`config.mk`:
```
export PLATFORM = sky130hd
export DESIGN_NAME = mux_n_rr_flat
export DESIGN_NICKNAME = d
export VERILOG_FILES = /design/src/rtl/mux_n_rr_pkg.sv /design/src/rtl/mux_n_rr_if.sv /design/src/rtl/mux_n_rr_rr_pick.sv /design/src/rtl/mux_n_rr.sv /design/src/flat_wrapper.sv
export SDC_FILE = /design/constraint.sdc
export NUM_CORES = 1
export LEC_CHECK = 0
export BUFFER_PORTS_ARGS = -buffer_cell sky130_fd_sc_hd__buf_2
export CORE_ASPECT_RATIO = 1.75
export CORE_MARGIN = 5
export CORE_UTILIZATION = 25
export DETAILED_ROUTE_END_ITERATION = 10
export HOLD_SLACK_MARGIN = 0.08
export PLACE_DENSITY = 0.58
export SLEW_MARGIN = 20
export SYNTH_ARGS = -nofsm -noshare
export SYNTH_HDL_FRONTEND = slang
export SYNTH_SLANG_ARGS = --single-unit
```
`constraint.sdc`:
```
create_clock -name clk -period 2.1 [get_ports clk]
set_input_delay 0.21 -clock clk [delete_from_list [all_inputs] [get_ports clk]]
set_output_delay 0.21 -clock clk [all_outputs]
set_load 0.005 [all_outputs]
```
`src/rtl/mux_n_rr_pkg.sv`:
```
// Shared types and helpers for the N-channel round-robin/fixed multiplexer.
package mux_pkg;

    typedef enum logic {
        MUX_FIXED = 1'b0,
        MUX_RR    = 1'b1
    } mux_mode_e;

    // Index width that stays at least one bit, so N=1 still declares legal vectors.
    function automatic int clog2_min1(input int n);
        if (n <= 2) begin
            return 1;
        end
        return $clog2(n);
    endfunction

endpackage

```
`src/rtl/mux_n_rr_if.sv`:
```
// Producer/consumer bundle of the multiplexer: N input channels, one output channel, select controls.
interface mux_n_rr_if
    import mux_pkg::*;
#(
    parameter  int N  = 4,
    parameter  int W  = 8,
    localparam int SW = clog2_min1(N)
);

    mux_mode_e         mode;
    logic [SW-1:0]     sel;
    logic [N*W-1:0]    in_data;
    logic [N-1:0]      in_valid;
    logic [N-1:0]      in_ready;
    logic [W-1:0]      out_data;
    logic              out_valid;
    logic              out_ready;
    logic [SW-1:0]     out_ch;

    modport master (
        output mode,
        output sel,
        output in_data,
        output in_valid,
        input  in_ready,
        input  out_data,
        input  out_valid,
        output out_ready,
        input  out_ch
    );

    modport slave (
        input  mode,
        input  sel,
        input  in_data,
        input  in_valid,
        output in_ready,
        output out_data,
        output out_valid,
        input  out_ready,
        output out_ch
    );

endinterface

```
`src/rtl/mux_n_rr_rr_pick.sv`:
```
// Combinational round-robin pick: first requester after ptr, searching cyclically.
module rr_pick
    import mux_pkg::*;
#(
    parameter  int N  = 4,
    localparam int SW = clog2_min1(N)
) (
    input  logic [N-1:0]  req,
    input  logic [SW-1:0] ptr,
    output logic          gnt_valid,
    output logic [SW-1:0] gnt_idx
);

    localparam logic [SW-1:0] LAST = SW'(N - 1);
    localparam logic [SW:0]   NV   = (SW + 1)'(N);

    logic [SW-1:0]  start;
    logic [2*N-1:0] dbl;
    logic [N-1:0]   rot;
    logic [SW-1:0]  off;
    logic           found;
    logic [SW:0]    sum;

    // Rotate so the search start lands on bit 0, priority-encode, then rotate the index back.
    always_comb begin
        start = (ptr >= LAST) ? '0 : ptr + SW'(1);
        dbl   = {req, req} >> start;
        rot   = dbl[N-1:0];
    end

    always_comb begin
        found = 1'b0;
        off   = '0;
        for (int i = N - 1; i >= 0; i--) begin
            if (rot[i]) begin
                found = 1'b1;
                off   = SW'(i);
            end
        end
    end

    always_comb begin
        sum = {1'b0, start} + {1'b0, off};
        if (sum >= NV) begin
            sum = sum - NV;
        end
        gnt_valid = found;
        gnt_idx   = found ? sum[SW-1:0] : '0;
    end

endmodule

```
`src/rtl/mux_n_rr.sv`:
```
// N-channel W-bit multiplexer with valid/ready flow control, fixed or round-robin
// selection and a single registered output stage.
module mux_n_rr
    import mux_pkg::*;
#(
    parameter  int N  = 4,
    parameter  int W  = 8,
    localparam int SW = clog2_min1(N)
) (
    input  logic       clk,
    input  logic       rst,
    mux_n_rr_if.slave  bus
);

    logic [W-1:0]  out_data_q, out_data_d;
    logic          out_valid_q, out_valid_d;
    logic [SW-1:0] out_ch_q, out_ch_d;
    logic [SW-1:0] rr_ptr_q, rr_ptr_d;

    logic          load;
    logic          fix_valid;
    logic [SW-1:0] fix_idx;
    logic          rr_valid;
    logic [SW-1:0] rr_idx;
    logic          grant_valid;
    logic [SW-1:0] grant_idx;
    logic [W-1:0]  grant_data;
    logic [N-1:0]  in_ready;

    // The output register can take a word when empty or being drained this cycle.
    assign load = !out_valid_q || bus.out_ready;

    // Equality against every legal index means an out-of-range sel simply matches nothing.
    always_comb begin
        fix_valid = 1'b0;
        fix_idx   = '0;
        for (int i = 0; i < N; i++) begin
            if (bus.sel == SW'(i) && bus.in_valid[i]) begin
                fix_valid = 1'b1;
                fix_idx   = SW'(i);
            end
        end
    end

    rr_pick #(
        .N (N)
    ) u_rr_pick (
        .req       (bus.in_valid),
        .ptr       (rr_ptr_q),
        .gnt_valid (rr_valid),
        .gnt_idx   (rr_idx)
    );

    always_comb begin
        if (bus.mode == MUX_RR) begin
            grant_valid = rr_valid;
            grant_idx   = rr_idx;
        end else begin
            grant_valid = fix_valid;
            grant_idx   = fix_idx;
        end
    end

    always_comb begin
        grant_data = '0;
        for (int i = 0; i < N; i++) begin
            if (grant_idx == SW'(i)) begin
                grant_data = bus.in_data[i*W +: W];
            end
        end
    end

    always_comb begin
        for (int i = 0; i < N; i++) begin
            in_ready[i] = !rst && load && grant_valid && (grant_idx == SW'(i));
        end
    end

    always_comb begin
        out_data_d  = out_data_q;
        out_valid_d = out_valid_q;
        out_ch_d    = out_ch_q;
        rr_ptr_d    = rr_ptr_q;
        if (load) begin
            if (grant_valid) begin
                out_data_d  = grant_data;
                out_ch_d    = grant_idx;
                out_valid_d = 1'b1;
                if (bus.mode == MUX_RR) begin
                    rr_ptr_d = grant_idx;
                end
            end else begin
                out_valid_d = 1'b0;
            end
        end
    end

    // ---- output register stage; reset points rr_ptr at N-1 so the first search starts at 0
    always_ff @(posedge clk) begin
        if (rst) begin
            out_data_q  <= '0;
            out_valid_q <= 1'b0;
            out_ch_q    <= '0;
            rr_ptr_q    <= SW'(N - 1);
        end else begin
            out_data_q  <= out_data_d;
            out_valid_q <= out_valid_d;
            out_ch_q    <= out_ch_d;
            rr_ptr_q    <= rr_ptr_d;
        end
    end

    assign bus.in_ready  = in_ready;
    assign bus.out_data  = out_data_q;
    assign bus.out_valid = out_valid_q;
    assign bus.out_ch    = out_ch_q;

endmodule

```
`src/flat_wrapper.sv`:
```
// flat-port wrapper written by rule: the top's interface ports become plain ports
module mux_n_rr_flat import mux_pkg::*;
#(
    parameter  int N  = 4,
    parameter  int W  = 8,
    localparam int SW = clog2_min1(N)
)
  (clk, rst, bus_mode, bus_sel, bus_in_data, bus_in_valid, bus_in_ready, bus_out_data, bus_out_valid, bus_out_ready, bus_out_ch);
  mux_n_rr_if #(.N(N), .W(W)) bus_i ();
  input  logic clk;
  input  logic rst;
  input wire logic [$bits(bus_i.mode)-1:0] bus_mode;
  input wire logic [$bits(bus_i.sel)-1:0] bus_sel;
  input wire logic [$bits(bus_i.in_data)-1:0] bus_in_data;
  input wire logic [$bits(bus_i.in_valid)-1:0] bus_in_valid;
  output wire logic [$bits(bus_i.in_ready)-1:0] bus_in_ready;
  output wire logic [$bits(bus_i.out_data)-1:0] bus_out_data;
  output wire logic [$bits(bus_i.out_valid)-1:0] bus_out_valid;
  input wire logic [$bits(bus_i.out_ready)-1:0] bus_out_ready;
  output wire logic [$bits(bus_i.out_ch)-1:0] bus_out_ch;
  assign bus_i.mode = bus_mode;
  assign bus_i.sel = bus_sel;
  assign bus_i.in_data = bus_in_data;
  assign bus_i.in_valid = bus_in_valid;
  assign bus_in_ready = bus_i.in_ready;
  assign bus_out_data = bus_i.out_data;
  assign bus_out_valid = bus_i.out_valid;
  assign bus_i.out_ready = bus_out_ready;
  assign bus_out_ch = bus_i.out_ch;
  mux_n_rr #(.N(N), .W(W)) u_core (.clk(clk), .rst(rst), .bus(bus_i));
endmodule
```
* Word-level counts from Yosys, hierarchy flattened
Index checks and enable logic that the tools add are counted.
** Cells by class
- $add $sub $neg :: 3
- $lt $le $gt $ge :: 2
- Eq/ne operators :: 6
- Shifts and indexed selects :: 1
- Multiplexer cells :: 25
- Reduce and logical (&&, ||, !) cells :: 17
** Operator list (count)
- 8-bit two-way mux :: 4
- 2-bit two-way mux :: 10
- 1-bit two-way mux :: 11
- 1-bit logical AND :: 10
- 2-bit == test, second input constant :: 4
- 8-bit by 2-bit right shift with 4-bit output :: 1
- 2-bit by 1-bit == test with 1-bit output, second input constant :: 2
- 2-bit zero test :: 2
- 2-bit by 2-bit adder with 3-bit output :: 1
- 3-bit greater-or-equal comparator, second input constant :: 1
- 3-bit AND reduction :: 1
- 2-bit by 1-bit adder with 2-bit output, second input constant :: 1
- 2-bit greater-or-equal comparator, second input constant :: 1
- 1-bit zero test :: 2
- 2-bit AND reduction :: 1
- 2-bit by 1-bit subtractor with 2-bit output, second input constant :: 1
- 1-bit logical OR :: 1
** Storage, ports and cells
- Register bits :: 13
- Bits of input ports :: 42
- Output and inout bits :: 15
- Word-level logic and storage cells :: 58

* Longest topological paths before layout
Gate-level depths: netlist of run 1.
- Depth in word-level cells :: 17
- Gate-level depth with buffers :: 8
- Mapped depth without buffers :: 7

* By module
Synthesis of run 1 repeated with hierarchy kept, for this count alone.
** Unflattened totals
- Cells, all modules :: 132
- Area, all modules :: 1139.8 um^2
** By module, submodules not included
- mux_n_rr :: times used 1, cells each 106, area an instance 939.7 um^2, sequential area each 260.2 um^2
- rr_pick :: times used 1, cells each 26, area an instance 200.2 um^2, sequential area each 0.0 um^2

* Least setup slack after synthesis of run 1
OpenSTA, ideal clock, no wires.
- Kind :: register -> output
- Start point :: register u_core.rr_ptr_q[0]
- End point :: output bus_in_ready[1]
- Arrival time :: 1869 ps
- Data required time :: 1890 ps
- Setup slack :: 21 ps
- Cell stages (with the launch flop) :: 9
- Buffers on the path :: 1
- Cells stage by stage :: dfxtp_1 ha_1 or2_1 a22o_1 a221oi_2 a211oi_2 or3b_1 buf_6 nor2_1
** On the way
- Longest elaborated chain between the ends :: 14
- Elaborated cells on any way between the ends :: 22
- Those cells by class :: add/sub (3); order compare (2); eq/ne (1); shift (1); mux (13); reduce/logical (2)
** RTL lines
- start, declared :: RTL line mux_n_rr.sv:18 : logic [SW-1:0] rr_ptr_q, rr_ptr_d;
- start signal, assigned :: RTL line mux_n_rr.sv:104 : rr_ptr_q <= SW'(N - 1);
- start signal, assigned :: RTL line mux_n_rr.sv:109 : rr_ptr_q <= rr_ptr_d;
- 2-bit by 1-bit adder with 2-bit output or 2-bit greater-or-equal comparator (tied branches) :: RTL line mux_n_rr_rr_pick.sv:26 : start = (ptr >= LAST) ? '0 : ptr + SW'(1);
- 2-bit two-way mux * :: RTL line mux_n_rr_rr_pick.sv:26
- 8-bit by 2-bit right shift with 4-bit output :: RTL line mux_n_rr_rr_pick.sv:27 : dbl = {req, req} >> start;
- 2-bit two-way mux (4 in a row) :: RTL line mux_n_rr_rr_pick.sv:35 : if (rot[i]) begin
- 2-bit by 2-bit adder with 3-bit output :: RTL line mux_n_rr_rr_pick.sv:43 : sum = {1'b0, start} + {1'b0, off};
- 3-bit greater-or-equal comparator or 2-bit by 1-bit subtractor with 2-bit output (tied branches) :: RTL line mux_n_rr_rr_pick.sv:44, mux_n_rr_rr_pick.sv:45
- 2-bit two-way mux :: RTL line mux_n_rr_rr_pick.sv:44 : if (sum >= NV) begin
- 2-bit two-way mux :: RTL line mux_n_rr_rr_pick.sv:48 : gnt_idx = found ? sum[SW-1:0] : '0;
- 2-bit two-way mux :: RTL line mux_n_rr.sv:55 : if (bus.mode == MUX_RR) begin
- 2-bit by 1-bit == test with 1-bit output :: RTL line mux_n_rr.sv:75 : in_ready[i] = !rst && load && grant_valid && (grant_idx == SW'(i));
- 1-bit logical AND * :: RTL line mux_n_rr.sv:75
- end, declared :: RTL line flat_wrapper.sv:16 : output wire logic [$bits(bus_i.in_ready)-1:0] bus_in_ready;
Mark *: on every way between the ends. The rest lies on a longest branch, timed or not.

* Worst setup path in the final report of run 1
- Start point :: register u_core.rr_ptr_q[0]
- End point :: output bus_in_ready[3]
** On the way
- Longest elaborated chain between the ends :: 14
- Elaborated cells on any way between the ends :: 22
- Those cells by class :: add/sub (3); order compare (2); eq/ne (1); shift (1); mux (13); reduce/logical (2)
** RTL lines (RTL line)
- 2-bit by 1-bit adder with 2-bit output or 2-bit greater-or-equal comparator (tied branches) :: mux_n_rr_rr_pick.sv:26
- 2-bit two-way mux * :: mux_n_rr_rr_pick.sv:26
- 8-bit by 2-bit right shift with 4-bit output :: mux_n_rr_rr_pick.sv:27
- 2-bit two-way mux (4 in a row) :: mux_n_rr_rr_pick.sv:35
- 2-bit by 2-bit adder with 3-bit output :: mux_n_rr_rr_pick.sv:43
- 3-bit greater-or-equal comparator or 2-bit by 1-bit subtractor with 2-bit output (tied branches) :: mux_n_rr_rr_pick.sv:44, mux_n_rr_rr_pick.sv:45
- 2-bit two-way mux :: mux_n_rr_rr_pick.sv:44
- 2-bit two-way mux :: mux_n_rr_rr_pick.sv:48
- 2-bit two-way mux :: mux_n_rr.sv:55
- 2-bit == test :: mux_n_rr.sv:75
- 1-bit logical AND * :: mux_n_rr.sv:75
Marked as above.

==> impl_metrics.json, run 1 <==
{
  "outcome": "finished, violations left",
  "violations": "negative setup slack",
  "min_period_ps": 2280,
  "switching_share_pct": 30.7,
  "period_share_pct": 109,
  "cts_root_buf": "clkbuf_8",
  "grt_use_met1_pct": 11.5,
  "use_met2_pct": 25.9,
  "busiest_layer": "met2",
  "finalSetupTns_ps": -968,
  "fill_cells": 355,
  "min_to": "u_core.bus.out_ch[0]",
  "synth_seq_cells": 13,
  "ir_worst_vdd_v": 0.000411,
  "reg2reg_from": "u_core.rr_ptr_q[0]",
  "portBuffers": 56,
  "setup_viol": 12,
  "seq_area_frac_synth_pct": 29.0,
  "netlist_instances": 98,
  "reg2reg_depth": 12,
  "route.vias.total": 1081,
  "pwr-share-comb_pct": 44.9,
  "grt_pass1_vias": 1136,
  "critPathKind": "reg2out",
  "seqPwrFrac_pct": 31.2,
  "cts_max_path_buffers": 2,
  "start_kind": "flop",
  "whs_ps": 253,
  "drtPass1Iterations": 4,
  "wirelength_um": 3250,
  "drive_gt1_share_pct": 62.8,
  "path_clk_slew_ps": 60,
  "n_antenna_cell": 0,
  "r2r-end": "u_core.bus.out_data[7]",
  "r2r_setup_slack_ps": -100,
  "grt_setup_unrepaired": "true",
  "cp.required_ps": 1890,
  "dieArea_mm2": 0.00494,
  "core_mm2": 0.00343,
  "final_common_cell": "buf_2",
  "power_switching_uw": 291,
  "critPathMaxFanout": 4,
  "wl_per_cell_um": 14.4,
  "avgSynthCellArea_um2": 9.17,
  "cp.arrival_ps": 2070,
  "viasPerCell": 4.80,
  "slew_violations": 0,
  "fin_nets": 224,
  "die_x_um": 55.3,
  "place_hpwl_um": 2420,
  "grt_antenna_before_repair": 0,
  "grt_pass1_wl_um": 4940,
  "relSlewSlack_pct": 74.9,
  "cts_tree": "built",
  "post-place-ws_ps": -39.5,
  "multi_input_area_um2": 682,
  "fmax_mhz": 438,
  "synth_warnings": 0,
  "clk_latency_ps": 240,
  "ff_latch_area_um2": 263,
  "power_frac_clock_pct": 23.9,
  "synth.cell_area_um2": 898,
  "grt.overflow.total": 0,
  "whs_path_depth": 2,
  "cts_hold_buf": 0,
  "place.gp.congestion": 0.734,
  "die_y_um": 89.3,
  "ys.flop_type": "dfxtp_1",
  "ys_types": 32,
  "synth_edf_count": 0,
  "syn_nets": 141,
  "synth-async-reset-ratio_pct": 0,
  "worstHoldPathType": "in2reg",
  "io_pins": 57,
  "final_cell_mix": "56 x buf_2, 19 x buf_4, 11 x dfxtp_1",
  "numCtsBuffers": 3,
  "worstMarginPinSlew_ps": 376,
  "area_growth_pct": 78.6,
  "p_int_uw": 658,
  "min_from": "rst",
  "grt_max_degree": 9,
  "rows": 28,
  "start_util_pct": 26.2,
  "drt-initial-drc-count": 32,
  "skew_ps": 1.39,
  "htreeDepth": 1,
  "grt_use_met3_pct": 2.17,
  "cp-end-kind": "primary output",
  "cts.sinks": 13,
  "grt.total_usage_pct": 12.5,
  "ant_nets": 0,
  "hold_viol_final": 0,
  "fin_ws_ps": -184,
  "p_leak_nw": 0.793,
  "route.detailed.drc": 0,
  "power_density_mw_per_mm2": 592,
  "cap_violations": 0
}
critical path, cell delays in order, from the launching register on:
cell and delay, ps:
dfxtp_2 330, buf_4 140, or2_4 250, a22o_1 190, a221oi_2 250, a211oi_2 70, or3b_4 390, nor2_1 100
buf_2 110
cell usage after synthesis (2+ instances only):
cell type,count,share of area (%)
a211o_1,2,2.0
a211oi_1,2,1.7
nor3b_1,2,1.7
o221ai_1,7,6.8
inv_1,3,1.3
o21ai_0,2,1.1
mux2_2,2,2.5
nand3_1,2,1.1
a21oi_1,3,1.7
dfxtp_1,13,29
nand2_1,10,4.2
nor2b_1,2,1.4
buf_6,3,3.8
mux2i_1,17,19
nor2_1,11,4.6
per-stage QoR:
step                util (%)  power, mW  std cells  cell area (µm²)
floorplan                  -      0.465         98              898
global placement        38.0      0.591        208             1300
detailed placement      38.0      0.598        208             1300
CTS                     44.6      0.916        223             1530
global route            46.7       1.00        225             1600
finish                  46.7      0.950        225             1600
power by group through the flow:
| stage | clock network (mW) | logic, mW | registers [mW] |
|---|---|---|---|
| 2_1_floorplan | 0 | 0.164 | 0.301 |
| 3_5_place_dp | 0 | 0.299 | 0.299 |
| 6_report | 0.227 | 0.426 | 0.296 |
| 5_1_grt | 0.244 | 0.458 | 0.301 |
| 4_1_cts | 0.230 | 0.390 | 0.297 |
| 3_3_place_gp | 0 | 0.293 | 0.298 |
worst max-delay path by stage:
stage	slack, ps	to	cells after the start	from
floorplan	20	bus_in_ready[1]	8	u_core.rr_ptr_q[0]
global placement	-9	u_core.bus.out_data[1]	8	bus_in_valid[1]
detailed placement	-40	u_core.bus.out_data[4]	8	bus_in_valid[1]
CTS	-190	bus_in_ready[3]	8	u_core.rr_ptr_q[0]
global route	-270	bus_in_ready[3]	8	u_core.rr_ptr_q[0]
finish	-180	bus_in_ready[3]	8	u_core.rr_ptr_q[0]
registers in the layout, indices dropped and copies added (netlist names):
register and flops:
u_core.bus.out_data 8, u_core.bus.out_ch 2, u_core.rr_ptr_q 2, u_core.bus.out_valid 1
repair_timing:
action	4_1_cts	5_1_grt
setup endpoints to repair	6	14
buffers inserted	9	2
gates cloned	2	0
endpoints found under the hold margin	0	0
pin swaps	7	4
gates resized for setup	14	17
per-layer routing:
layer / vias to the layer above / share of wire (%)
met1: 502 / 35
met3: 7 / 5.0
met4: 0 / 2.2
met2: 36 / 58
met5: - / 0
li1: 536 / -
kinds of logic (layout without fill, tap and decap cells):
group	after synthesis	in the layout	synth area share (%)
multiplexers	19	19	21.4
adder cells (fa/ha/maj)	1	1	1.39
buffers and inverters	7	89	5.85
AO/OA/AOI/OAI	24	24	23.3
AND/OR/NAND/NOR	34	34	19.1
flip-flops	13	13	29.0
area by class of cell:
cell class | count | share of cell area [%]
multi-input cells | 78 | 42.5
repair buffers | 82 | 34.1
flip-flops and latches | 13 | 16.4
well taps | 45 | 3.51
clock buffers | 4 | 2.81
inverters | 3 | 0.702
Power figures use the tool's default switching activity.
==> run 2: changes to the inputs <==
--- a/config.mk
+++ b/config.mk
@@ -6,7 +6,6 @@
 export NUM_CORES = 1
 export LEC_CHECK = 0
 export BUFFER_PORTS_ARGS = -buffer_cell sky130_fd_sc_hd__buf_2
-export CORE_ASPECT_RATIO = 1.75
 export CORE_MARGIN = 5
 export CORE_UTILIZATION = 25
 export DETAILED_ROUTE_END_ITERATION = 10
==> run 2 against run 1 <==
The flow still finishes with violations (negative setup slack). Largest power group unchanged. First-iteration DRC count is 53% lower. Critical path type unchanged. Utilization is 1.7 points lower. Final cell count shrank 2.7%. Non-clock buffer count fell by 7. Global-route usage shrank 0.34 points. Highest routed layer unchanged. Wire length is 5.8% lower.
==> impl_metrics.json, run 2 (synthesis gave the netlist of run 1 again) <==
{
  "grt_setup_unrepaired": "true",
  "wl_per_cell_um": 14.0,
  "grt_pass1_vias": 1103,
  "crit_buf_inv": 1,
  "seqPwrFrac_pct": 34.7,
  "place.gp.congestion": 0.921,
  "cts.sinks": 13,
  "wirelength_um": 3060,
  "power_frac_clock_pct": 18.8,
  "crit_family": "simple AND/OR/NAND/NOR gates",
  "p_leak_nw": 0.764,
  "violations": "negative setup slack",
  "setup_viol": 10,
  "grt.overflow.total": 0,
  "area_growth_pct": 71.0,
  "pwr-share-comb_pct": 46.4,
  "power_switching_uw": 277,
  "grt_max_degree": 11,
  "cpMaxStageDelayCell": "or3b_4",
  "hold_viol_final": 0,
  "grt_pass1_wl_um": 4900,
  "grt_antenna_before_repair": 0,
  "grt.total_usage_pct": 12.1,
  "power_density_mw_per_mm2": 555,
  "path_clk_slew_ps": 90,
  "dp_cells": 206,
  "path_cells": "ha_4, or2_1, a22o_1, a221oi_2, a211oi_2, or3b_4, nor2_4, buf_6",
  "start_util_pct": 26.3,
  "fin_cells": 219,
  "fmax_mhz": 432,
  "core_mm2": 0.00342,
  "route.detailed.drc": 0,
  "p_int_uw": 575,
  "numCtsBuffers": 3,
  "relSlewSlack_pct": 72.4,
  "place_hpwl_um": 2260,
  "dieArea_mm2": 0.00489,
  "route.vias.total": 1058,
  "whs_ps": 207,
  "worstHoldPathType": "in2reg",
  "fin_nets": 217,
  "cts_root_buf": "clkbuf_4",
  "slew_violations": 0,
  "portBuffers": 56,
  "slowest_delay_ps": 420,
  "period_share_pct": 110,
  "htreeDepth": 1,
  "cts_tree": "built",
  "drt-initial-drc-count": 15,
  "cp.required_ps": 1890,
  "start_kind": "flop",
  "die_x_um": 69.9,
  "critPathKind": "reg2out",
  "clk_latency_ps": 280,
  "drtPass1Iterations": 4,
  "finalSetupTns_ps": -575,
  "viasPerCell": 4.83,
  "final_cell_mix": "55 x buf_2, 13 x mux2i_1, 12 x buf_4",
  "outcome": "finished, violations left",
  "cts_hold_buf": 0,
  "final_common_cell": "buf_2",
  "post-place-ws_ps": -50.4,
  "ant_nets": 0,
  "switching_share_pct": 32.5,
  "skew_ps": 7.74,
  "rows": 21,
  "worstMarginPinSlew_ps": 414,
  "cp-end-kind": "primary output",
  "cp.arrival_ps": 2110,
  "cts_max_path_buffers": 2,
  "power_uw": 853,
  "io_pins": 57,
  "largest_register_ffs": 8,
  "fin_ws_ps": -216,
  "min_period_ps": 2320,
  "drive_gt1_share_pct": 61.3,
  "die_y_um": 69.9,
  "ir_worst_vdd_v": 0.000247,
  "n_antenna_cell": 0,
  "critPathMaxFanout": 3,
  "cap_violations": 0
}
[run 2: cell types whose count changed in the layout (fill, tap and decap cells not counted), moves of 2 or more]
cell and delta:
nor2_1 -2, clkbuf_8 -3, mux2i_1 +3, buf_4 -7, mux2i_2 -2, clkbuf_4 +3
[run 2: cell type report]
cell class,count,area (µm²)
inverters,3,11.3
repair buffers,75,503
well taps,46,57.6
clock buffers,4,26.3
multi-input cells,78,676
flip-flops and latches,13,263
fillers,355,1880
[run 2: power by group through the flow]
stage | logic, mW | registers [mW] | clock network [mW]
after floorplan | 0.164 | 0.301 | 0
after global placement | 0.288 | 0.297 | 0
after detailed placement | 0.298 | 0.298 | 0
after CTS | 0.358 | 0.297 | 0.168
after global routing | 0.430 | 0.302 | 0.175
final | 0.396 | 0.296 | 0.161
[run 2: repair_timing]
action	CTS	global route
hold endpoints to repair	0	0
pin swaps	8	5
buffers inserted	7	2
gates cloned	1	1
endpoints found under the setup margin	6	12
resized for setup	16	13
[run 2: per-layer routing]
metal / vias up / track usage (%) / wire length [µm]
li1: 526 / - / -
met1: 470 / 14.4 / 1290
met2: 55 / 20.8 / 1440
met3: 7 / 4.02 / 287
met4: 0 / 3.40 / 41
met5: - / 0 / 0
[run 2: metrics by stage]
| step | area, µm² | utilization [%] |
|---|---|---|
| 3_5_place_dp | 1290 | 37.9 |
| 5_1_grt | 1540 | 45.0 |
| 6_report | 1540 | 45.0 |
| 2_1_floorplan | 898 | - |
| 4_1_cts | 1450 | 42.5 |
| 3_3_place_gp | 1290 | 37.9 |
[run 2: worst paths after layout]
kind | slack, ps | depth (start not counted) | from | endpoint
worst max-delay path | -220 | 8 | u_core.rr_ptr_q[0] | bus_in_ready[3]
worst min register to register | 470 | 2 | u_core.bus.out_data[6] | u_core.bus.out_data[6]
worst max register to register | -20 | 9 | u_core.rr_ptr_q[0] | u_core.bus.out_data[3]
worst min-delay path | 210 | 2 | rst | u_core.bus.out_ch[1]
==> run 3: changes to the inputs <==
--- a/config.mk
+++ b/config.mk
@@ -10,8 +10,9 @@
 export CORE_UTILIZATION = 25
 export DETAILED_ROUTE_END_ITERATION = 10
 export HOLD_SLACK_MARGIN = 0.08
-export PLACE_DENSITY = 0.58
+export PLACE_DENSITY = 0.55
 export SLEW_MARGIN = 20
 export SYNTH_ARGS = -nofsm -noshare
 export SYNTH_HDL_FRONTEND = slang
+export SYNTH_HIERARCHICAL = 1
 export SYNTH_SLANG_ARGS = --single-unit
==> run 3 against run 2 <==
The run still ends with negative setup slack left. Total power is 41% higher. Largest power group unchanged. Via count is 30% higher. Hold slack improved by 13 ps. Clock-buffer cell count stayed put. Critical endpoint is now bus_in_ready[1].
==> impl_metrics.json, run 3 <==
{
  "synth_edf_count": 0,
  "cap_violations": 0,
  "dieArea_mm2": 0.00601,
  "skew_ps": 2.35,
  "htreeDepth": 1,
  "ant_nets": 0,
  "viasPerCell": 5.16,
  "avgSynthCellArea_um2": 8.64,
  "n_antenna_cell": 0,
  "setup_viol": 15,
  "reg2reg_depth": 13,
  "p_int_uw": 785,
  "power_density_mw_per_mm2": 616,
  "drtPass1Iterations": 4,
  "synth.cell_area_mm2": 0.00114,
  "period_share_pct": 132,
  "synth_top_area_share_pct": 22.8,
  "critPathMaxFanout": 6,
  "rows": 24,
  "synth-async-reset-ratio_pct": 0,
  "grt_max_degree": 17,
  "portBuffers": 56,
  "cts.sinks": 13,
  "critPathKind": "reg2out",
  "io_pins": 57,
  "slew_violations": 0,
  "synth_seq_cells": 13,
  "route.vias.total": 1378,
  "clk_latency_ps": 240,
  "ir_worst_vdd_v": 0.000273,
  "drt-initial-drc-count": 74,
  "whs_ps": 219,
  "grt_pass1_vias": 1410,
  "synthTopCellsByCount": "13 x dfxtp_1, 11 x inv_1, 9 x a221oi_1",
  "fin_nets": 260,
  "final_common_cell": "buf_2",
  "place.gp.congestion": 0.766,
  "seq_area_frac_synth_pct": 22.8,
  "die_y_um": 77.5,
  "place_hpwl_um": 3160,
  "syn_nets": 176,
  "switching_share_pct": 34.7,
  "ys_types": 45,
  "grt.overflow.total": 0,
  "fin_ws_ps": -673,
  "fmax_mhz": 361,
  "worstMarginPinSlew_ps": 413,
  "grt_antenna_before_repair": 0,
  "relSlewSlack_pct": 72.2,
  "netlist_instances": 132,
  "worstHoldPathType": "in2reg",
  "cp.required_ps": 1890,
  "wirelength_um": 4040,
  "finish.utilization_pct": 44.5,
  "violations": "negative setup slack",
  "largest_register_ffs": 8,
  "wl_per_cell_um": 15.1,
  "whs_path_depth": 2,
  "grt_pass1_wl_um": 6300,
  "min_from": "rst",
  "synth_area_leaders": "dfxtp_1 23%, o211a_1 7.0%, a221oi_1 6.9%",
  "placed_area_mm2": 0.00170,
  "cts_root_buf": "clkbuf_8",
  "power_frac_clock_pct": 18.8,
  "start_kind": "flop",
  "min_period_ps": 2770,
  "yosysMostFrequentCell": "dfxtp_1",
  "r2r_setup_slack_ps": -640,
  "final_cell_mix": "56 x buf_2, 27 x buf_4, 11 x inv_1, 11 x dfxtp_1, 9 x a221oi_2",
  "cts_tree": "built",
  "dp_cells": 255,
  "r2r-end": "u_core/bus.out_data[7]",
  "fill_cells": 427,
  "path_clk_slew_ps": 60,
  "drive_gt1_share_pct": 60.0,
  "route.detailed.drc": 0,
  "cp.arrival_ps": 2560,
  "seqPwrFrac_pct": 25.4,
  "outcome": "finished, violations left",
  "crit_start": "u_core/rr_ptr_q[0]",
  "grt.total_usage_pct": 12.5,
  "cp-end-kind": "primary output",
  "numCtsBuffers": 3,
  "start_util_pct": 26.0,
  "hold_viol_final": 0,
  "area_growth_pct": 71.3,
  "min_to": "u_core/bus.out_valid",
  "fin_cells": 267,
  "power_switching_uw": 418,
  "reg2reg_from": "u_core/rr_ptr_q[0]",
  "pwr-share-comb_pct": 55.8,
  "die_x_um": 77.5,
  "core_mm2": 0.00438,
  "cts_max_path_buffers": 2,
  "synth_top_area_cell": "dfxtp_1",
  "fin_area_mm2": 0.00195,
  "synth_warnings": 6,
  "ys.flop_type": "dfxtp_1",
  "grt_setup_unrepaired": "true",
  "p_leak_nw": 0.895,
  "power_mw": 1.20
}
-- run 3: changes by cell type after synthesis, sizes merged, moves of 7 or more --
cell / previous run / this run
o211a: 0 / 8
o32ai: 0 / 9
a221oi: 1 / 9
and2: 0 / 8
inv: 3 / 11
mux2i: 17 / 3
o221ai: 8 / 1
nor2: 12 / 5
-- run 3: cells by family after synthesis --
logic type                 Yosys count  share of synthesized area [%]
adders and majority gates            2                           2.20
muxes                                5                           5.93
and+or+nand+nor                     40                           20.6
DFF                                 13                           22.8
AOI/OAI and AO/OA                   51                           38.0
buffers and inverters               21                           10.4
-- run 3: layout make-up --
| type | instances | area [µm²] | share of cell area, % |
|---|---|---|---|
| clock buffer | 4 | 45.0 | 2.31 |
| inverter | 11 | 41.3 | 2.11 |
| multi-input combinational | 98 | 951 | 48.7 |
| sequential | 13 | 265 | 13.6 |
| tap | 52 | 65.1 | 3.33 |
| timing repair buffer | 89 | 586 | 30.0 |
-- run 3: power groups by stage --
stage	combinational, mW	sequential, mW	clock, mW
2_1_floorplan	0.318	0.313	0
3_3_place_gp	0.546	0.310	0
3_5_place_dp	0.546	0.309	0
4_1_cts	0.621	0.305	0.234
5_1_grt	0.729	0.310	0.247
6_report	0.672	0.305	0.226
-- run 3: layer usage --
metal | up-vias | track usage (%) | wire [µm] | part of all wire [%]
met5 | - | 0 | 0 | 0
li1 | 691 | - | - | -
met1 | 659 | 15.9 | 1830 | 45
met3 | 2 | 1.74 | 102 | 2.5
met2 | 26 | 21.8 | 2080 | 51
met4 | 0 | 3.78 | 35 | 0.87
-- run 3: worst max-delay path by stage --
stage                        endpoint  cells after the start  slack, ps
2_1_floorplan  u_core/bus.out_data[1]                     12       -480
3_3_place_gp   u_core/bus.out_data[0]                     12       -550
3_5_place_dp   u_core/bus.out_data[7]                     12       -610
4_1_cts               bus_in_ready[3]                     12       -700
5_1_grt               bus_in_ready[2]                     12       -790
6_report              bus_in_ready[1]                     12       -670
-- run 3: what timing repair did --
| action | in CTS | in global routing |
|---|---|---|
| resized for setup | 10 | 16 |
| hold buffers | 0 | 0 |
| endpoints found under the setup margin | 15 | 16 |
| pin swaps | 5 | 5 |
| hold endpoints to repair | 0 | 0 |
| setup buffers | 8 | 0 |
-- run 3: per-stage QoR --
stage | setup WS [ps] | TNS, ps
detailed placement | -611 | -7600
global placement | -554 | -7080
finish | -673 | -8690
floorplan | -478 | -5320
CTS | -704 | -9030
global route | -792 | -10610
-- run 3: worst max-delay path: stages (launching register included) --
cell	delay [ps]
dfxtp_4	360
ha_4	150
or4b_1	470
o311a_1	150
o221ai_2	210
ha_4	180
buf_4	110
o32ai_4	90
nand2_2	110
o21ai_4	70
buf_12	140
nor3_1	160
buf_2	140
